[src/rtl/ps2_pkg.sv]
// ps2_pkg: shared constants, decoder state and event record for the PS/2 scancode decoder.
package ps2_pkg;

    localparam logic [7:0] PS2_EXT    = 8'hE0;
    localparam logic [7:0] PS2_BRK    = 8'hF0;
    localparam logic [7:0] PS2_LSHIFT = 8'h12;
    localparam logic [7:0] PS2_RSHIFT = 8'h59;
    localparam logic [7:0] PS2_CAPS   = 8'h58;

    typedef enum logic [1:0] {
        ST_IDLE,
        ST_E0,
        ST_F0,
        ST_E0F0
    } ps2_state_e;

    typedef struct packed {
        logic       brk;
        logic       ext;
        logic [7:0] code;
        logic [7:0] ascii;
    } ps2_event_t;

endpackage

[src/rtl/ps2_event_fifo.sv]
// ps2_event_fifo: synchronous FIFO; a push while full is taken only when a pop frees a slot the same cycle.
module ps2_event_fifo #(
    parameter int DEPTH = 8,
    parameter int W     = 18
) (
    input  logic         clk,
    input  logic         resetn,
    input  logic         push_i,
    input  logic [W-1:0] data_i,
    input  logic         pop_i,
    output logic [W-1:0] data_o,
    output logic         full_o,
    output logic         empty_o
);

    localparam int AW = $clog2(DEPTH);

    logic [W-1:0]  mem_q [DEPTH];
    logic [AW-1:0] wr_q, rd_q;
    logic [AW:0]   cnt_q;
    logic          wr_en, rd_en;

    assign full_o  = cnt_q == (AW+1)'(DEPTH);
    assign empty_o = cnt_q == '0;
    assign wr_en   = push_i && (!full_o || pop_i);
    assign rd_en   = pop_i && !empty_o;
    assign data_o  = empty_o ? '0 : mem_q[rd_q];

    always_ff @(posedge clk) begin
        if (!resetn) begin
            wr_q  <= '0;
            rd_q  <= '0;
            cnt_q <= '0;
        end else begin
            if (wr_en) wr_q <= wr_q + AW'(1);
            if (rd_en) rd_q <= rd_q + AW'(1);
            cnt_q <= cnt_q + {{AW{1'b0}}, wr_en} - {{AW{1'b0}}, rd_en};
        end
    end

    always_ff @(posedge clk) begin
        if (wr_en) mem_q[wr_q] <= data_i;
    end

endmodule

[src/rtl/ps2_scancode_decoder.sv]
// ps2_scancode_decoder: set-2 make/break/E0 assembly, modifier tracking and event FIFO.
// Define PS2_DEC_ASCII_EN to add ASCII translation and Caps Lock tracking.
module ps2_scancode_decoder
    import ps2_pkg::*;
#(
    parameter int FIFO_DEPTH = 8,
    parameter int CNT_W      = 8
) (
    input  logic             clk,
    input  logic             resetn,
    input  logic             in_valid,
    input  logic [7:0]       in_data,
    input  logic             in_err,
    output logic             out_valid,
    input  logic             out_ready,
    output logic [7:0]       out_code,
    output logic [7:0]       out_ascii,
    output logic             out_break,
    output logic             out_ext,
    output logic             overflow,
    output logic [CNT_W-1:0] press_count,
    output logic             shift_held,
    output logic             caps_on
);

    ps2_state_e       state_q;
    logic             shift_q, ovf_q;
    logic [7:0]       last_q;
    logic [CNT_W-1:0] cnt_q;
    logic             byte_ok, is_pfx, emit, ev_brk, ev_ext, pop, full, empty;

    assign byte_ok = in_valid && !in_err;
    assign is_pfx  = in_data == PS2_EXT || in_data == PS2_BRK;
    // Every non-prefix byte completes an event; the state only says which kind.
    assign emit    = byte_ok && !is_pfx;
    assign ev_brk  = state_q == ST_F0 || state_q == ST_E0F0;
    assign ev_ext  = state_q == ST_E0 || state_q == ST_E0F0;
    assign pop     = out_valid && out_ready;

    always_ff @(posedge clk) begin
        if (!resetn) begin
            state_q <= ST_IDLE;
            shift_q <= 1'b0;
            ovf_q   <= 1'b0;
            last_q  <= 8'h00;
            cnt_q   <= '0;
        end else begin
            if (in_valid && in_err) state_q <= ST_IDLE;
            else if (in_valid)
                case (state_q)
                    ST_IDLE: state_q <= in_data == PS2_EXT ? ST_E0 : in_data == PS2_BRK ? ST_F0 : ST_IDLE;
                    ST_E0:   state_q <= in_data == PS2_BRK ? ST_E0F0 : in_data == PS2_EXT ? ST_E0 : ST_IDLE;
                    default: state_q <= ST_IDLE;
                endcase
            if (emit && !ev_brk && in_data != last_q) begin
                cnt_q  <= cnt_q + CNT_W'(1);
                last_q <= in_data;
            end
            if (emit && ev_brk && in_data == last_q) last_q <= 8'h00;
            if (emit && !ev_ext && (in_data == PS2_LSHIFT || in_data == PS2_RSHIFT)) shift_q <= !ev_brk;
            if (emit && full && !pop) ovf_q <= 1'b1;
        end
    end

`ifdef PS2_DEC_ASCII_EN
    localparam int EW = $bits(ps2_event_t);

    logic       caps_q;
    ps2_event_t ev;

    function automatic logic [7:0] ascii_of(input logic [7:0] code, input logic shift, input logic caps);
        logic [7:0] lo, dig, sym;
        lo  = 8'h00;
        dig = 8'h00;
        sym = 8'h00;
        case (code)
            8'h1C: lo = "a";  8'h32: lo = "b";  8'h21: lo = "c";  8'h23: lo = "d";
            8'h24: lo = "e";  8'h2B: lo = "f";  8'h34: lo = "g";  8'h33: lo = "h";
            8'h43: lo = "i";  8'h3B: lo = "j";  8'h42: lo = "k";  8'h4B: lo = "l";
            8'h3A: lo = "m";  8'h31: lo = "n";  8'h44: lo = "o";  8'h4D: lo = "p";
            8'h15: lo = "q";  8'h2D: lo = "r";  8'h1B: lo = "s";  8'h2C: lo = "t";
            8'h3C: lo = "u";  8'h2A: lo = "v";  8'h1D: lo = "w";  8'h22: lo = "x";
            8'h35: lo = "y";  8'h1A: lo = "z";
            8'h16: begin dig = "1"; sym = "!"; end
            8'h1E: begin dig = "2"; sym = "@"; end
            8'h26: begin dig = "3"; sym = "#"; end
            8'h25: begin dig = "4"; sym = "$"; end
            8'h2E: begin dig = "5"; sym = "%"; end
            8'h36: begin dig = "6"; sym = "^"; end
            8'h3D: begin dig = "7"; sym = "&"; end
            8'h3E: begin dig = "8"; sym = "*"; end
            8'h46: begin dig = "9"; sym = "("; end
            8'h45: begin dig = "0"; sym = ")"; end
            default: ;
        endcase
        return lo != 8'h00 ? ((shift ^ caps) ? lo - 8'h20 : lo) :
               dig != 8'h00 ? (shift ? sym : dig) :
               code == 8'h29 ? 8'h20 : code == 8'h5A ? 8'h0D : code == 8'h66 ? 8'h08 : 8'h00;
    endfunction

    // Translation sees the modifier state from before this byte's own update.
    assign ev = '{brk: ev_brk, ext: ev_ext, code: in_data,
                  ascii: ev_ext ? 8'h00 : ascii_of(in_data, shift_q, caps_q)};

    always_ff @(posedge clk) begin
        if (!resetn) caps_q <= 1'b0;
        else if (emit && !ev_ext && !ev_brk && in_data == PS2_CAPS && last_q != PS2_CAPS) caps_q <= !caps_q;
    end

    logic [EW-1:0] fifo_in, fifo_out;
    assign fifo_in = ev;
    assign {out_break, out_ext, out_code, out_ascii} = fifo_out;
    assign caps_on = caps_q;
`else
    localparam int EW = 10;

    logic [EW-1:0] fifo_in, fifo_out;
    assign fifo_in = {ev_brk, ev_ext, in_data};
    assign {out_break, out_ext, out_code} = fifo_out;
    assign out_ascii = 8'h00;
    assign caps_on   = 1'b0;
`endif

    ps2_event_fifo #(.DEPTH(FIFO_DEPTH), .W(EW)) u_fifo (
        .clk     (clk),
        .resetn  (resetn),
        .push_i  (emit),
        .data_i  (fifo_in),
        .pop_i   (pop),
        .data_o  (fifo_out),
        .full_o  (full),
        .empty_o (empty)
    );

    assign out_valid   = !empty;
    assign overflow    = ovf_q;
    assign press_count = cnt_q;
    assign shift_held  = shift_q;

endmodule
[config.mk]
export PLATFORM = sky130hd
export DESIGN_NAME = ps2_scancode_decoder
export DESIGN_NICKNAME = d
export VERILOG_FILES = /design/src/rtl/ps2_pkg.sv /design/src/rtl/ps2_event_fifo.sv /design/src/rtl/ps2_scancode_decoder.sv
export SDC_FILE = /design/constraint.sdc
export NUM_CORES = 1
export LEC_CHECK = 0
export BUFFER_PORTS_ARGS = -buffer_cell sky130_fd_sc_hd__buf_2
export CORE_ASPECT_RATIO = 2
export CORE_MARGIN = 3
export CORE_UTILIZATION = 45
export DETAILED_ROUTE_END_ITERATION = 8
export GPL_ROUTABILITY_DRIVEN = 0
export GPL_TIMING_DRIVEN = 1
export PLACE_DENSITY = 0.61
export SLEW_MARGIN = 0
export SYNTH_ARGS = -nofsm -noshare
export SYNTH_HDL_FRONTEND = slang
export SYNTH_HIERARCHICAL = 1
export SYNTH_SLANG_ARGS = --single-unit
[constraint.sdc]
create_clock -name clk -period 6.4 [get_ports clk]
set_input_delay 0.64 -clock clk [delete_from_list [all_inputs] [get_ports clk]]
set_output_delay 0.64 -clock clk [all_outputs]
set_load 0.02 [all_outputs]
======== After elaboration in Yosys (flattened, before gate mapping) ========
Memories as Yosys holds them, arrays and structs flattened. A register that Yosys moved wholly into a read port is not among the register bits.
Cells that the tools add are included.
Widths: inputs -> output; s select.
storage, ports and cells
  input port bits ......................... 13
  flip-flop bits (word level) ............. 30
  logic and storage cells ................. 65
  memories ................................ 1
  bits in writable memories ............... 80
  output and inout port bits .............. 30
memories
  name          depth  width  read ports  clocked after memory_dff  wr ports  line                  text
  u_fifo.mem_q  8      10     1           1                         1         ps2_event_fifo.sv:18  logic [W-1:0] mem_q [DEPTH];
operators by class
  bitwise operators ....................... 1
  multiplexer cells ....................... 10
  reductions and logical operators ........ 30
  add/subtract/negate cells ............... 5
  equality and inequality tests ........... 10
operators by type and width
  kind                 count
  $eq 8x8->1 const B   2
  $logic_and 1x1->1    14
  $mux 10              1
  $add 8x1->8 const B  1
  $eq 8x5->1 const B   1
  $eq 8x7->1 const B   1
  $eq 8x8->1           1
  $ne 8x8->1           1
  $logic_not 1->1      7
  $add 3x1->3 const B  2
  $mux 2               3
  $mux 3               2
  $logic_or 1x1->1     5
  $add 4x1->4          1
  $eq 2x2->1 const B   2
  $eq 4x4->1 const B   1
  $logic_not 4->1      1
  $pmux 2 s2           1
  $reduce_or 2->1      2
  $sub 4x1->4          1
  $mux 1               3
  $eq 2x1->1 const B   1
  $logic_not 2->1      1
  $not 1->1            1

======== Depth between registers and ports, before layout ========
Gate-level depths: netlist (run 1).
  depth in word-level cells ............... 7
  mapped depth ............................ 14
  gate-level depth less buffers ........... 14

======== By module ========
Netlist (run 1), hierarchy kept.
by module, submodules not included
  module                cells each  times used  sequential area each (µm²)  area an instance (µm²)
  ps2_event_fifo        196         1           2662.6                      3684.8
  ps2_scancode_decoder  145         1           400.4                       1226.2

======== Worst setup path before layout (run 1) ========
No wires, ideal clock.
  path type ............................... reg2reg
  from .................................... reg u_fifo.cnt_q[2]
  to ...................................... reg u_fifo.cnt_q[2]
  period minus slack after synthesis ...... 2957 ps
  data required time ...................... 6281 ps
  data arrival time ....................... 2838 ps
  buffers on the path ..................... 0
  slack ................................... 3443 ps
  setup time .............................. 119 ps
  cell stages (with the launch flop) ...... 15
  cell sequence ........................... dfxtp_1 inv_1 ha_1 or3b_4 inv_1 nor2b_1 or4b_4 nand2_2 ha_1 inv_1 ha_1 inv_1 fa_1 xor2_1 nor2_1
between the ends
  cells in the longest elaborated chain, start to end .. 7
  elaborated cells on any way between the ends .. 10
  classes of those cells .................. add/sub: 2; eq/ne: 1; reduce/logical: 7
RTL lines
  what                    line                         text
  from (decl)             ps2_event_fifo.sv:20         logic [AW:0] cnt_q;
  from (signal assigned)  ps2_event_fifo.sv:37         cnt_q <= cnt_q + {{AW{1'b0}}, wr_en} - {{AW{1'b0}}, rd_en};
  $logic_not 4->1 (*)     ps2_event_fifo.sv:24         assign empty_o = cnt_q == '0;
  named net empty         ps2_scancode_decoder.sv:30   logic byte_ok, is_pfx, emit, ev_brk, ev_ext, pop, full, empty;
  $logic_not 1->1 (*)     ps2_scancode_decoder.sv:135  assign out_valid = !empty;
  $logic_and 1x1->1 (*)   ps2_scancode_decoder.sv:38   assign pop = out_valid && out_ready;
  named net pop           ps2_scancode_decoder.sv:30
  $logic_or 1x1->1        ps2_event_fifo.sv:25         assign wr_en = push_i && (!full_o || pop_i);
  $logic_and 1x1->1       ps2_event_fifo.sv:25
  $add 4x1->4             ps2_event_fifo.sv:37
  $sub 4x1->4 (*)         ps2_event_fifo.sv:37
Mark *: on every way through the listed nets, which the timed path passes. The rest lies on a longest branch.
A chain may end at the register's enable or synchronous reset.

======== Worst setup path after layout (run 1) ========
Same ends and word-level chain as after synthesis.

==> impl_metrics.toml, run 1 <==
[drt]
wl_met3_um = 369
ant_nets = 0
drtPass1Iterations = 6
highest_layer = "met4"
dr.first_iter.drc_count = 151
post_drt_wl_per_cell_um = 18.7
viasPerCell = 5.51
num_vias = 2926
wl_met2_um = 5550
wl_met1_um = 3770
drc = 0
drt-total-wl_um = 9910

[synth]
synth_area_um2 = 4910
yosys.area_share.simple = 0.111
ys_seq_elements = 113
synth_flop_cell = "edfxtp_1"
synthMuxAreaShare = 0.110
synth-async-reset-ratio = 0
synth_xor_area_frac = 0.0161
yosysSeqAreaShare = 0.624
synth_cells = 341
yosysUniqueCellTypes = 58
synth_top_cell_by_area = "edfxtp_1"
syn_area_per_cell_um2 = 14.4
synth_top_family_by_area = "simple AND/OR/NAND/NOR gates"
synth_compound_area_frac = 0.0708
synthAdderAreaFrac = 0.0270
yosysWarnings = 6
netlist_top_cells_area = "edfxtp_1 49%, dfxtp_1 13%, mux4_2 9.2%"
synth-edff-count = 80
synth_top_area_frac = 0.489

[critical_path]
required_ns = 6.70
r2r-end = "u_fifo/cnt_q[2]$_SDFF_PN0_"
path_max_fanout = 7
start_kind = "flip-flop"
critical_path.top_delay_family = "simple AND/OR/NAND/NOR gates"
cp_common_cell = "inv_1"
crit-reg2reg-launch = "u_fifo/cnt_q[2]$_SDFF_PN0_"
crit_type = "flip-flop to flip-flop"
crit_arrival_ns = 3.51
crit_path_top_delay_cell = "or4b_4"
endpoint_kind = "flip-flop"
slowest_delay_ns = 0.59
cp_num_buf_inv = 4
reg2reg_slack_ns = 3.18
crit_chain = "inv_1, ha_1, or3b_4, inv_1, nor2b_1, or4b_4, nand2_2, ha_1, inv_1, ha_1, inv_1, fa_1, xor2_1, nor2_1"
r2r_cells = 14

[final_layout]
drive_gt1_frac = 0.251
fin_cells = 531
layout.filler_cells = 914
finalInstanceArea_um2 = 5800
syn_to_final_growth_pct = 18.1
register_area_um2 = 3060
multi_input_area_um2 = 1690
nNetsFinal = 404
antenna_cells = 0

[power]
combPwrFrac = 0.184
vdd_drop_max_mv = 0.188
leakage_uw = 0.00208
clkPwrFrac = 0.436
cellPowerDensity_nw_per_um2 = 382
p_int_uw = 1650
sw_frac_of_total = 0.254
power_switching_uw = 561
p_seq_frac = 0.380

[global_routing]
grt_pass1_vias = 2955
antenna_found_initial = 0
grt_pass1_wl_um = 15900
grtUsageTotal = 0.177
overflow = 0
grt_max_degree = 41

[cts]
cts_resized = 0
clkTransAtPathRegs_ns = 0.05
worstSkewPairLatency_ns = 0.41
postCtsHoldBufs = 0
root_buffer = "clkbuf_16"
cts_made_buffers = 17
cts.path.max_buffers = 2
cts_sinks = 113
post_cts_buffers = 0
cts_max_level = 4
cts_tree = "built"

[timing]
setup-tns-final_ns = 0
finalMaxSlewViolations = 0
fin_crit_sh = 0.503
period_needed_ns = 3.22
clock.fmax_mhz = 311
worstMarginPinSlew_ns = 1.20
finalHoldViolCount = 0
rsz0062_at_grt = "false"
final.setup_skew_ns = 0.0108
whs_ns = 0.483
slew-limit-headroom = 0.195
setup_violations = 0

[worst_hold_path]
min_path_type = "flip-flop to flip-flop"
hold_depth = 2
hp-start = "press_count[7]$_SDFFE_PN0P_"
worstHoldEndpoint = "press_count[7]$_SDFFE_PN0P_"

[die]
die_h_um = 154
pin_count = 43
die_area_um2 = 12300
die_x_um = 79.9
core_area_um2 = 10600
initial_core_util = 0.463
rows = 53

[placed_design]
port_buffers = 33
dp_cells = 499
placed_cell_area_um2 = 5190
hpwl_um = 6480

[outcome]
status = "complete, no violations"

[flow_run]
maxCapViolCount = 0
-- layout by cell type, fill, tap and decap left out, drive strengths merged, types with 2 or more instances in the layout --
cell type / n
and4: 4
nor4: 2
a22o: 10
clkinv: 8
bufinv: 4
mux2i: 9
o21ai: 4
dfxtp: 33
mux4: 20
xnor2: 8
ha: 9
inv: 15
o31ai: 2
edfxtp: 80
buf: 38
a32o: 4
nand2b: 8
nand3: 8
nor2: 16
nor3: 7
a311o: 4
conb: 9
and2: 4
nand2: 18
clkbuf: 20
or3b: 2
or3: 2
nand4: 8
or4b: 2
and4b: 2
or4: 2
a21oi: 14
nor2b: 2
-- Yosys cell counts, types with 2 or more instances --
cell	number
o31ai_1	2
nand2_1	17
dfxtp_1	33
nor3_1	7
a22o_1	10
a311o_1	4
nor2_1	15
nor2b_1	2
mux2i_1	9
and4b_1	2
buf_4	10
and4_1	4
nor4_1	2
nand3_1	8
ha_1	9
edfxtp_1	80
nand4_1	8
a21oi_1	13
clkbuf_1	11
o21ai_0	3
and2_1	3
a32o_1	4
nand2b_1	8
buf_2	3
inv_1	14
xnor2_1	8
or3_1	2
mux4_2	20
-- routing by layer --
layer  up-vias  track usage
met3        22       0.0469
met4         0       0.0806
met2        71        0.317
met1      1455        0.189
li1       1378            -
met5         -            0
-- kinds of logic after synthesis --
| logic type | Yosys count |
|---|---|
| AO/OA/AOI/OAI | 46 |
| XOR/XNOR | 9 |
| adder cells (fa/ha/maj) | 10 |
| buffers and inverters | 40 |
| flip-flops | 113 |
| multiplexers | 29 |
| other | 1 |
| AND/OR/NAND/NOR | 93 |
-- through the flow --
| stage | total power, µW | setup slack (ns) | util |
|---|---|---|---|
| after global placement | 1260 | 3.18 | 0.489 |
| final | 2210 | 3.18 | 0.547 |
| after floorplan | 1160 | 3.44 | - |
| after global routing | 2310 | 2.95 | 0.547 |
| after CTS | 2240 | 3.17 | 0.547 |
| after detailed placement | 1270 | 3.11 | 0.489 |
-- power groups by stage --
stage / sequential (µW) / combinational, µW / clock [µW]
after global placement: 854 / 410 / 0
after global routing: 846 / 453 / 1010
final: 841 / 407 / 965
after CTS: 842 / 418 / 982
after floorplan: 845 / 318 / 0
after detailed placement: 856 / 416 / 0
-- cell type report --
type	instances	area share
repair buffers	38	0.0349
multi-input cells	196	0.292
flip-flops and latches	113	0.528
clock inverters	12	0.0287
well taps	137	0.0296
inverters	15	0.00971
clock buffers	20	0.0770
-- worst max-delay path by stage --
| stage | startpoint | end | slack [ns] | cells after the start |
|---|---|---|---|---|
| floorplan | u_fifo/cnt_q[2]$_SDFF_PN0_ | u_fifo/cnt_q[2]$_SDFF_PN0_ | 3.44 | 14 |
| global placement | in_data[5] | u_fifo/cnt_q[2]$_SDFF_PN0_ | 3.18 | 12 |
| detailed placement | in_data[5] | u_fifo/cnt_q[2]$_SDFF_PN0_ | 3.11 | 12 |
| CTS | u_fifo/cnt_q[2]$_SDFF_PN0_ | u_fifo/cnt_q[2]$_SDFF_PN0_ | 3.17 | 14 |
| global route | u_fifo/cnt_q[2]$_SDFF_PN0_ | u_fifo/cnt_q[2]$_SDFF_PN0_ | 2.95 | 14 |
| finish | u_fifo/cnt_q[2]$_SDFF_PN0_ | u_fifo/cnt_q[2]$_SDFF_PN0_ | 3.18 | 14 |
-- registers in the layout (all words and copies together), names as in the netlist, named ones only --
signal,flops
last_q,8
overflow,1
press_count,8
shift_held,1
state_q,2
u_fifo/cnt_q,4
u_fifo/mem_q,80
u_fifo/rd_q,3
u_fifo/wr_q,3
-- worst register-to-register path, cell delays in order, from the launching register on --
cell and delay [ns]:
dfxtp_1 0.29, inv_1 0.09, ha_1 0.14, or3b_4 0.39, inv_1 0.17, nor2b_1 0.13, or4b_4 0.59, nand2_2 0.20
ha_1 0.27, inv_1 0.06, ha_1 0.15, inv_1 0.05, fa_1 0.37, xor2_1 0.15, nor2_1 0.05
Note: power is estimated with default switching activity, not from simulation.
==> inputs of run 2 (changes only) <==
Settings changed: ABC_AREA set to 1, PLACE_DENSITY 0.61 to 0.63.
Clock period 6.4 ns to 2.74 ns, I/O delays scaled along.
==> run 2 against run 1 <==
Against the previous run:
- critical path depth up 1
- hold slack worse by 0.28 ns
- critical path type unchanged
- wire length up 16%
- combinational power rose to 3.7 times the previous value
- register-to-register slack worse by 2.9 ns
- setup slack worse by 2.9 ns
- largest power group unchanged
- cell count up 60%
- first-iteration DRC count up 47%
- critical endpoint unchanged
==> impl_metrics.toml, run 2 <==
[die]
initial_core_util = 0.465
die_h_um = 163
core_area_um2 = 11900
rows = 56
pin_count = 43
die_area_um2 = 13800
die_x_um = 84.5

[synth]
synth_top_cell_by_area = "edfxtp_1"
synth_cells = 643
synth_area_um2 = 5540
netlist_top_cells_area = "edfxtp_1 43%, dfxtp_1 12%, nand2_1 12%"
yosysUniqueCellTypes = 32
ys_seq_elements = 113
yosysWarnings = 6
ys_top_cells_by_count = "174 x nand2_1, 118 x inv_1, 80 x edfxtp_1"
synth-async-reset-ratio = 0
synth_flop_cell = "edfxtp_1"
syn_area_per_cell_um2 = 8.62
synth-edff-count = 80
yosysMostFrequentCell = "nand2_1"
synth_top_area_frac = 0.433
yosysSeqAreaShare = 0.552

[drt]
viasPerCell = 4.78
drt-total-wl_um = 11500
dr.first_iter.drc_count = 222
drtPass1Iterations = 6
ant_nets = 0
num_vias = 4049
post_drt_wl_per_cell_um = 13.6
drc = 0

[timing]
worst_slack_ns = 0.288
slew-limit-headroom = 0.416
fin_crit_sh = 0.895
setup-tns-final_ns = 0
finalMaxSlewViolations = 0
rsz0062_at_grt = "false"
clock.fmax_mhz = 408
final.setup_skew_ns = 0.0117
setup_violations = 0
worstMarginPinSlew_ns = 0.875
period_needed_ns = 2.45
finalHoldViolCount = 0

[critical_path]
crit_chain = "inv_1, ha_1, nand3_2, inv_1, nor2_1, inv_1, nand4_4, nand2_1, ha_1, inv_1, ha_1, inv_1, fa_1, xor2_1, nor2_1"
endpoint_kind = "flip-flop"
crit_type = "flip-flop to flip-flop"
required_ns = 3.04
path_max_fanout = 8
cp_common_cell = "inv_1"
start_kind = "flip-flop"
crit_path_top_delay_cell = "fa_1"
slowest_delay_ns = 0.38
crit_arrival_ns = 2.75

[global_routing]
grtUsageTotal = 0.179
antenna_found_initial = 0
grt_pass1_vias = 3964
grt_max_degree = 41
grt_pass1_wl_um = 18900
overflow = 0

[final_layout]
drive_gt1_frac = 0.144
layout_common_cells = "174 x nand2_1, 118 x inv_1, 80 x edfxtp_1"
antenna_cells = 0
largest_reg_flops = 80
finalInstanceArea_um2 = 6500
nNetsFinal = 712
syn_to_final_growth_pct = 17.2
final_common_cell = "nand2_1"
largest_register = "u_fifo/mem_q"

[worst_hold_path]
min_path_type = "input pin to flip-flop"

[power]
combPwrFrac = 0.252
p_int_uw = 4100
vdd_drop_max_mv = 0.564
clkPwrFrac = 0.414
power_switching_uw = 1800
sw_frac_of_total = 0.305
cellPowerDensity_nw_per_um2 = 909
p_seq_frac = 0.334
leakage_uw = 0.00304

[cts]
cts_resized = 0
cts_max_level = 4
postCtsHoldBufs = 0
post_cts_buffers = 0
clkTransAtPathRegs_ns = 0.05
cts.path.max_buffers = 2
worstSkewPairLatency_ns = 0.40
cts_sinks = 113
cts_made_buffers = 17
cts_tree = "built"
root_buffer = "clkbuf_16"

[placed_design]
pre_cts_slack_ns = 0.290
port_buffers = 33
placed_cell_area_um2 = 5830
hpwl_um = 7760

[flow_run]
maxCapViolCount = 0

[outcome]
status = "complete, no violations"
## run 2: metrics by stage
step / util / hold slack [ns] / total power [µW] / instances
floorplan: - / 0.373 / 3130 / 651
global placement: 0.489 / 0.461 / 3470 / 815
detailed placement: 0.489 / 0.457 / 3510 / 815
CTS: 0.545 / 0.183 / 5960 / 847
global route: 0.545 / 0.213 / 6220 / 847
finish: 0.545 / 0.198 / 5900 / 847
## run 2: layout make-up
class	count	area, µm²
inverters	124	465
multi-input cells	384	1840
repair buffers	49	285
well taps	145	181
clock inverters	14	236
clock buffers	18	429
fillers	1080	5420
flip-flops and latches	113	3060
## run 2: layer usage
layer / vias up / share of wire / global-route usage
li1: 2070 / - / -
met4: 0 / 0.021 / 0.0814
met3: 16 / 0.034 / 0.0365
met1: 1880 / 0.37 / 0.177
met2: 83 / 0.57 / 0.345
met5: - / 0 / 0
## run 2: worst paths after layout
path	startpoint	end	slack [ns]	cells past startpoint
worst max-delay path	u_fifo/cnt_q[2]$_SDFF_PN0_	u_fifo/cnt_q[2]$_SDFF_PN0_	0.29	15
worst max register to register	u_fifo/cnt_q[2]$_SDFF_PN0_	u_fifo/cnt_q[2]$_SDFF_PN0_	0.29	15
worst min-delay path	in_valid	state_q[0]$_SDFFE_PP0P_	0.20	3
worst min register to register	overflow$_SDFFE_PN0P_	overflow$_SDFFE_PN0P_	0.47	1
## run 2: power groups by stage
stage | Combinational [µW] | Clock [µW] | Sequential, µW
floorplan | 1130 | 0 | 2000
global placement | 1460 | 0 | 2010
detailed placement | 1500 | 0 | 2010
CTS | 1510 | 2470 | 1980
global route | 1680 | 2550 | 1980
finish | 1490 | 2440 | 1970
## run 2: critical path, delay by kind of cell (launching register included)
kind | cells | cell delay (ns)
xor gates and xnor gates | 1 | 0.15
DFF | 1 | 0.30
adders and majority gates | 4 | 1.03
buffers and inverters | 5 | 0.34
and+or+nand+nor | 5 | 0.52
## run 2: logic make-up (layout without fill, tap and decap cells)
family | after synthesis | after routing | share of synthesized area
AND/OR/NAND/NOR | 336 | 336 | 0.267
buffers and inverters | 154 | 205 | 0.122
flip-flops | 113 | 113 | 0.552
AO/OA/AOI/OAI | 19 | 19 | 0.0178
adder cells (fa/ha/maj) | 10 | 10 | 0.0239
XOR/XNOR | 10 | 10 | 0.0158
other | 1 | 9 | 0.000676
